$ cat src/rtl/cpu_types_pkg.sv
// cpu_types_pkg: shared register-index and data-word types for the integer pipeline.
package cpu_types_pkg;
  localparam int XLEN = 32;
  typedef logic [4:0] reg_idx_t;
  typedef logic [XLEN-1:0] xlen_t;
  localparam reg_idx_t REG_ZERO = 5'd0;
endpackage

$ cat src/rtl/rf_scoreboard.sv
// rf_scoreboard: per-register busy bits for long-latency producers and the ID stall they cause.
module rf_scoreboard import cpu_types_pkg::*; #(
  parameter int NUM_REGS  = 32,
  parameter bit BYPASS_EN = 1'b1
) (
  input  logic                clk,
  input  logic                rst,
  input  reg_idx_t            rs1_addr,
  input  reg_idx_t            rs2_addr,
  input  logic                rs1_used,
  input  logic                rs2_used,
  input  logic                issue_valid,
  input  reg_idx_t            issue_rd,
  input  logic                issue_long,
  input  logic                wb_valid,
  input  reg_idx_t            wb_rd,
  input  logic                kill_valid,
  input  reg_idx_t            kill_rd,
  output logic                stall,
  output logic [NUM_REGS-1:0] busy_vec
);
  logic [NUM_REGS-1:0] busy_q, busy_d;
  logic [31:0] busy_all, busy_nxt;
  logic raw1, raw2, waw, set_en;
  // Widening to the full index space makes out-of-range indices read as not busy.
  always_comb begin
    busy_all = 32'(busy_q);
    raw1 = rs1_used & busy_all[rs1_addr] & ~(BYPASS_EN & wb_valid & (wb_rd == rs1_addr));
    raw2 = rs2_used & busy_all[rs2_addr] & ~(BYPASS_EN & wb_valid & (wb_rd == rs2_addr));
    waw = issue_valid & issue_long & busy_all[issue_rd] & ~(BYPASS_EN & wb_valid & (wb_rd == issue_rd));
    stall = raw1 | raw2 | waw;
    set_en = issue_valid & issue_long & ~stall & (issue_rd != REG_ZERO);
    busy_nxt = busy_all;
    if (wb_valid) busy_nxt[wb_rd] = 1'b0;
    if (kill_valid) busy_nxt[kill_rd] = 1'b0;
    if (set_en) busy_nxt[issue_rd] = 1'b1;
    busy_nxt[0] = 1'b0;
    busy_d = busy_nxt[NUM_REGS-1:0];
  end
  always_ff @(posedge clk or posedge rst) begin
    if (rst) busy_q <= '0;
    else busy_q <= busy_d;
  end
  assign busy_vec = busy_q;
endmodule

$ cat src/rtl/rf_writeback.sv
// rf_writeback: integer register file with one WB write port, two bypassed read ports
// and the busy scoreboard that stalls ID on RAW/WAW hazards.
module rf_writeback import cpu_types_pkg::*; #(
  parameter int XLEN      = 32,
  parameter int NUM_REGS  = 32,
  parameter bit BYPASS_EN = 1'b1
) (
  input  logic                clk,
  input  logic                rst,
  input  reg_idx_t            rs1_addr,
  input  reg_idx_t            rs2_addr,
  input  logic                rs1_used,
  input  logic                rs2_used,
  output logic [XLEN-1:0]     rs1_data,
  output logic [XLEN-1:0]     rs2_data,
  input  logic                issue_valid,
  input  reg_idx_t            issue_rd,
  input  logic                issue_long,
  input  logic                wb_valid,
  input  reg_idx_t            wb_rd,
  input  logic [XLEN-1:0]     wb_data,
  input  logic                kill_valid,
  input  reg_idx_t            kill_rd,
  output logic                stall,
  output logic [NUM_REGS-1:0] busy_vec
);
  localparam int AW = $clog2(NUM_REGS);
  logic [XLEN-1:0] regs_q [NUM_REGS];
  logic [XLEN-1:0] regs_d [NUM_REGS];
  logic wb_ok, hit1, hit2;
  function automatic logic in_range(reg_idx_t a);
    return 32'(a) < NUM_REGS;
  endfunction
  // x0 and indices beyond NUM_REGS read as zero and swallow writes.
  always_comb begin
    wb_ok = wb_valid && wb_rd != REG_ZERO && in_range(wb_rd);
    regs_d = regs_q;
    if (wb_ok) regs_d[AW'(wb_rd)] = wb_data;
    hit1 = BYPASS_EN && wb_valid && wb_rd == rs1_addr;
    hit2 = BYPASS_EN && wb_valid && wb_rd == rs2_addr;
    rs1_data = (rs1_addr == REG_ZERO || !in_range(rs1_addr)) ? '0 : hit1 ? wb_data : regs_q[AW'(rs1_addr)];
    rs2_data = (rs2_addr == REG_ZERO || !in_range(rs2_addr)) ? '0 : hit2 ? wb_data : regs_q[AW'(rs2_addr)];
  end
  always_ff @(posedge clk or posedge rst) begin
    if (rst) regs_q <= '{default: '0};
    else regs_q <= regs_d;
  end
  rf_scoreboard #(.NUM_REGS(NUM_REGS), .BYPASS_EN(BYPASS_EN)) u_sb (
    .clk(clk), .rst(rst),
    .rs1_addr(rs1_addr), .rs2_addr(rs2_addr), .rs1_used(rs1_used), .rs2_used(rs2_used),
    .issue_valid(issue_valid), .issue_rd(issue_rd), .issue_long(issue_long),
    .wb_valid(wb_valid), .wb_rd(wb_rd), .kill_valid(kill_valid), .kill_rd(kill_rd),
    .stall(stall), .busy_vec(busy_vec)
  );
endmodule

$ cat config.mk
export PLATFORM = sky130hd
export DESIGN_NAME = rf_writeback
export DESIGN_NICKNAME = d
export VERILOG_FILES = /design/src/rtl/cpu_types_pkg.sv /design/src/rtl/rf_scoreboard.sv /design/src/rtl/rf_writeback.sv
export SDC_FILE = /design/constraint.sdc
export NUM_CORES = 2
export LEC_CHECK = 0
export CORE_UTILIZATION = 45
export DETAILED_ROUTE_END_ITERATION = 10
export PLACE_DENSITY = 0.64
export SYNTH_ARGS = -nofsm -noshare
export SYNTH_HDL_FRONTEND = slang
export SYNTH_SLANG_ARGS = --single-unit
export TNS_END_PERCENT = 100
$ cat constraint.sdc
create_clock -name clk -period 81.6 [get_ports clk]
set_input_delay 24.48 -clock clk [delete_from_list [all_inputs] [get_ports clk]]
set_output_delay 24.48 -clock clk [all_outputs]
set_load 0.02 [all_outputs]
==> results.yml <==
outcome:
  outcome: "finished clean"
logic_synthesis:
  synthCells: 3738
  async_flop_share_pct: 100.0
  syn_nets: 3803
  syn_area_um2: 57470
  syn_area_per_cell_um2: 15.38
  ys_types: 50
  yosysSeqAreaShare_pct: 45.94
  ys_warn_count: 0
  yosys_most_used_dff: "dfrtp_1"
  synth-seq-cells: 1055
  synth_edf_count: 0
clock_network:
  cts-root-buf: "clkbuf_16"
  cts.sinks: 1055
  clk_pin_slew_ps: 60
  post_cts_buffers: 0
  postCtsHoldBufs: 0
  clk_path_buf_depth: 3
  cts_tree: "yes"
  cts_buffers: 112
  htreeDepth: 3
  cts.repair.resized: 0
  clock_latency_ps: 700
detailed_routing:
  routedWlPerCell_um: 32.00
  first_iter_violations: 3573
  wl_mm: 172.9
  drc: 0
  vias_per_cell: 6.600
  vias: 35650
  dr.pass1.iters: 7
  final_antenna_net_count: 0
timing:
  drv_slew: 0
  fmax_mhz: 18.65
  skew_ps: 16.12
  hold_viol: 0
  relSlewSlack_pct: 15.00
  period_needed_ps: 53610
  worstMarginPinSlew_ps: 1272
  setup_violations: 0
  setup_tns_ps: 0
  fin_crit_sh_pct: 65.69
  rsz0062_at_grt: "no"
worst_setup_path:
  timing.rr.end: "u_sb.busy_vec[31]"
  cp-endpoint: "rs2_data[23]"
  startpoint: "rs2_addr[0]"
  worstReg2RegStart: "u_sb.busy_vec[25]"
  critPathRequiredTime_ps: 57120
  critPathLaunchType: "primary input"
  r2r_cells: 6
  r2r_slack_ps: 79140
  worstPathMaxFanout: 56
  crit_type: "in2out"
  worst_setup_path_end_kind: "primary output"
  worstPathArrival_ps: 29130
power_and_ir_drop:
  ir_drop_uv: 17.28
  power.density_nw_per_um2: 24.82
  leakage_nw: 26.97
die:
  rows: 130
  die_area_um2: 129200
  fp.coreArea_um2: 126200
  die_x_um: 359.4
  fp.dieH_um: 359.4
  io_pins: 162
  start_util_pct: 45.53
cells_and_area:
  antenna_cells: 0
  final_common_cell: "dfrtp_1"
  area_delta_synth_final_pct: 11.36
  final_cell_mix: "dfrtp_1 (1055), mux2_2 (994), mux4_2 (643)"
  finalNonFillerCells: 5402
  drive_above_1_share_pct: 52.27
  final_nets: 3723
placed_design:
  gp_congestion: 0.8109
  dp.cells: 5194
  numPortBuffers: 160
  dpl.hpwl_mm: 91.06
grt:
  grt_max_degree: 166
  grtUsageTotal_pct: 27.16
  grt_pass1_wl_mm: 258.8
  grt_pass1_vias: 36530
  grt_overflow: 0
  antenna_found_initial: 2
flow_run:
  max-cap-violations: 0
worst_hold_path:
  hold_class: "reg2reg"
==> cell type report <==
| cell class | count | area, um2 |
|---|---|---|
| repair buffers | 234 | 2200 |
| fillers | 10600 | 62220 |
| clock inverters | 52 | 636.9 |
| inverters | 7 | 38.79 |
| multi-input cells | 2248 | 29360 |
| clock buffers | 156 | 3303 |
| well taps | 1650 | 2064 |
| flip-flops and latches | 1055 | 26400 |
==> cells in the mapped netlist, types with 2 or more instances <==
master / n / area (um2)
buf_4: 22 / 165.2
o21ai_1: 24 / 120.1
dfrtp_1: 1055 / 26400
nand3b_1: 8 / 60.06
o2111ai_2: 2 / 30.03
nor2_1: 119 / 446.7
a21oi_1: 16 / 80.08
a31oi_1: 2 / 12.51
buf_1: 52 / 195.2
o21ai_0: 35 / 175.2
and3b_1: 3 / 26.28
xnor2_1: 3 / 26.28
mux2i_1: 53 / 530.5
nand3_1: 55 / 275.3
or3b_2: 2 / 17.52
xor2_1: 12 / 105.1
o21ai_2: 2 / 17.52
nand2_1: 150 / 563.0
nand4_1: 5 / 31.28
a22oi_1: 3 / 22.52
buf_2: 93 / 465.5
mux4_2: 643 / 14480
buf_6: 20 / 225.2
nor3_1: 13 / 65.06
mux4_1: 2 / 52.55
clkbuf_1: 240 / 900.9
a211oi_1: 54 / 405.4
and3_1: 4 / 25.02
nor3b_1: 9 / 67.56
nor4_1: 3 / 18.77
or3_1: 2 / 12.51
inv_1: 7 / 26.28
mux2_2: 994 / 11190
nor2b_1: 15 / 93.84
==> cells by family after synthesis <==
group	count (synthesis)	synth area share, %
AO/OA/AOI/OAI	145	1.633
XOR/XNOR	15	0.2286
buffers and inverters	435	3.451
flip-flops	1055	45.94
multiplexers	1692	45.69
other	1	0.006525
AND/OR/NAND/NOR	395	3.059
==> how the worst min path moves through the flow <==
| stage | endpoint | slack [ps] | depth (start not counted) | from |
|---|---|---|---|---|
| CTS | regs_q[995] | 400 | 0 | regs_q[995] |
| global route | regs_q[993] | 410 | 0 | regs_q[993] |
| finish | regs_q[998] | 390 | 0 | regs_q[998] |
| global placement | regs_q[1019] | 380 | 0 | regs_q[1019] |
| detailed placement | regs_q[995] | 380 | 0 | regs_q[995] |
| floorplan | regs_q[1000] | 440 | 1 | regs_q[1000] |
==> report_power, final <==
group / total (mW) / internal (mW) / leakage [nW] / switching [mW]
Clock: 0.546 / 0.323 / 1.94 / 0.223
Combinational: 0.348 / 0.214 / 11.5 / 0.134
Sequential: 0.695 / 0.622 / 13.5 / 0.0726
==> flip-flops by register name, indices dropped and copies added, names as in the netlist <==
register / flops
regs_q: 1024
u_sb.busy_vec: 31
==> layer usage <==
layer	GRT usage, %	routed length (um)	part of all wire, %	vias to the layer above
met4	8.340	4971	2.9	4
li1	-	-	-	14310
met1	40.24	76150	44	19590
met3	5.419	13390	7.7	264
met5	0	27	0.016	-
met2	40.39	78340	45	1482
==> through the flow <==
stage / util, % / power, mW / cell area (um2) / worst slack (ps) / hold slack, ps
floorplan: - / 0.9507 / 57470 / 27420 / 441.3
global placement: 47.59 / 1.040 / 60060 / 27860 / 377.8
detailed placement: 47.59 / 1.051 / 60060 / 27850 / 382.0
CTS: 50.71 / 1.597 / 64000 / 27850 / 397.1
global route: 50.71 / 1.655 / 64000 / 27440 / 405.5
finish: 50.71 / 1.589 / 64000 / 27990 / 391.8
==> critical path: stages <==
cell and delay, ps:
buf_8 460, buf_4 820, buf_4 780, mux4_2 350, mux2i_1 70, mux4_2 490
a211oi_1 840, clkdlybuf4s50_1 760
No activity file was read; power rests on OpenSTA's default activity.
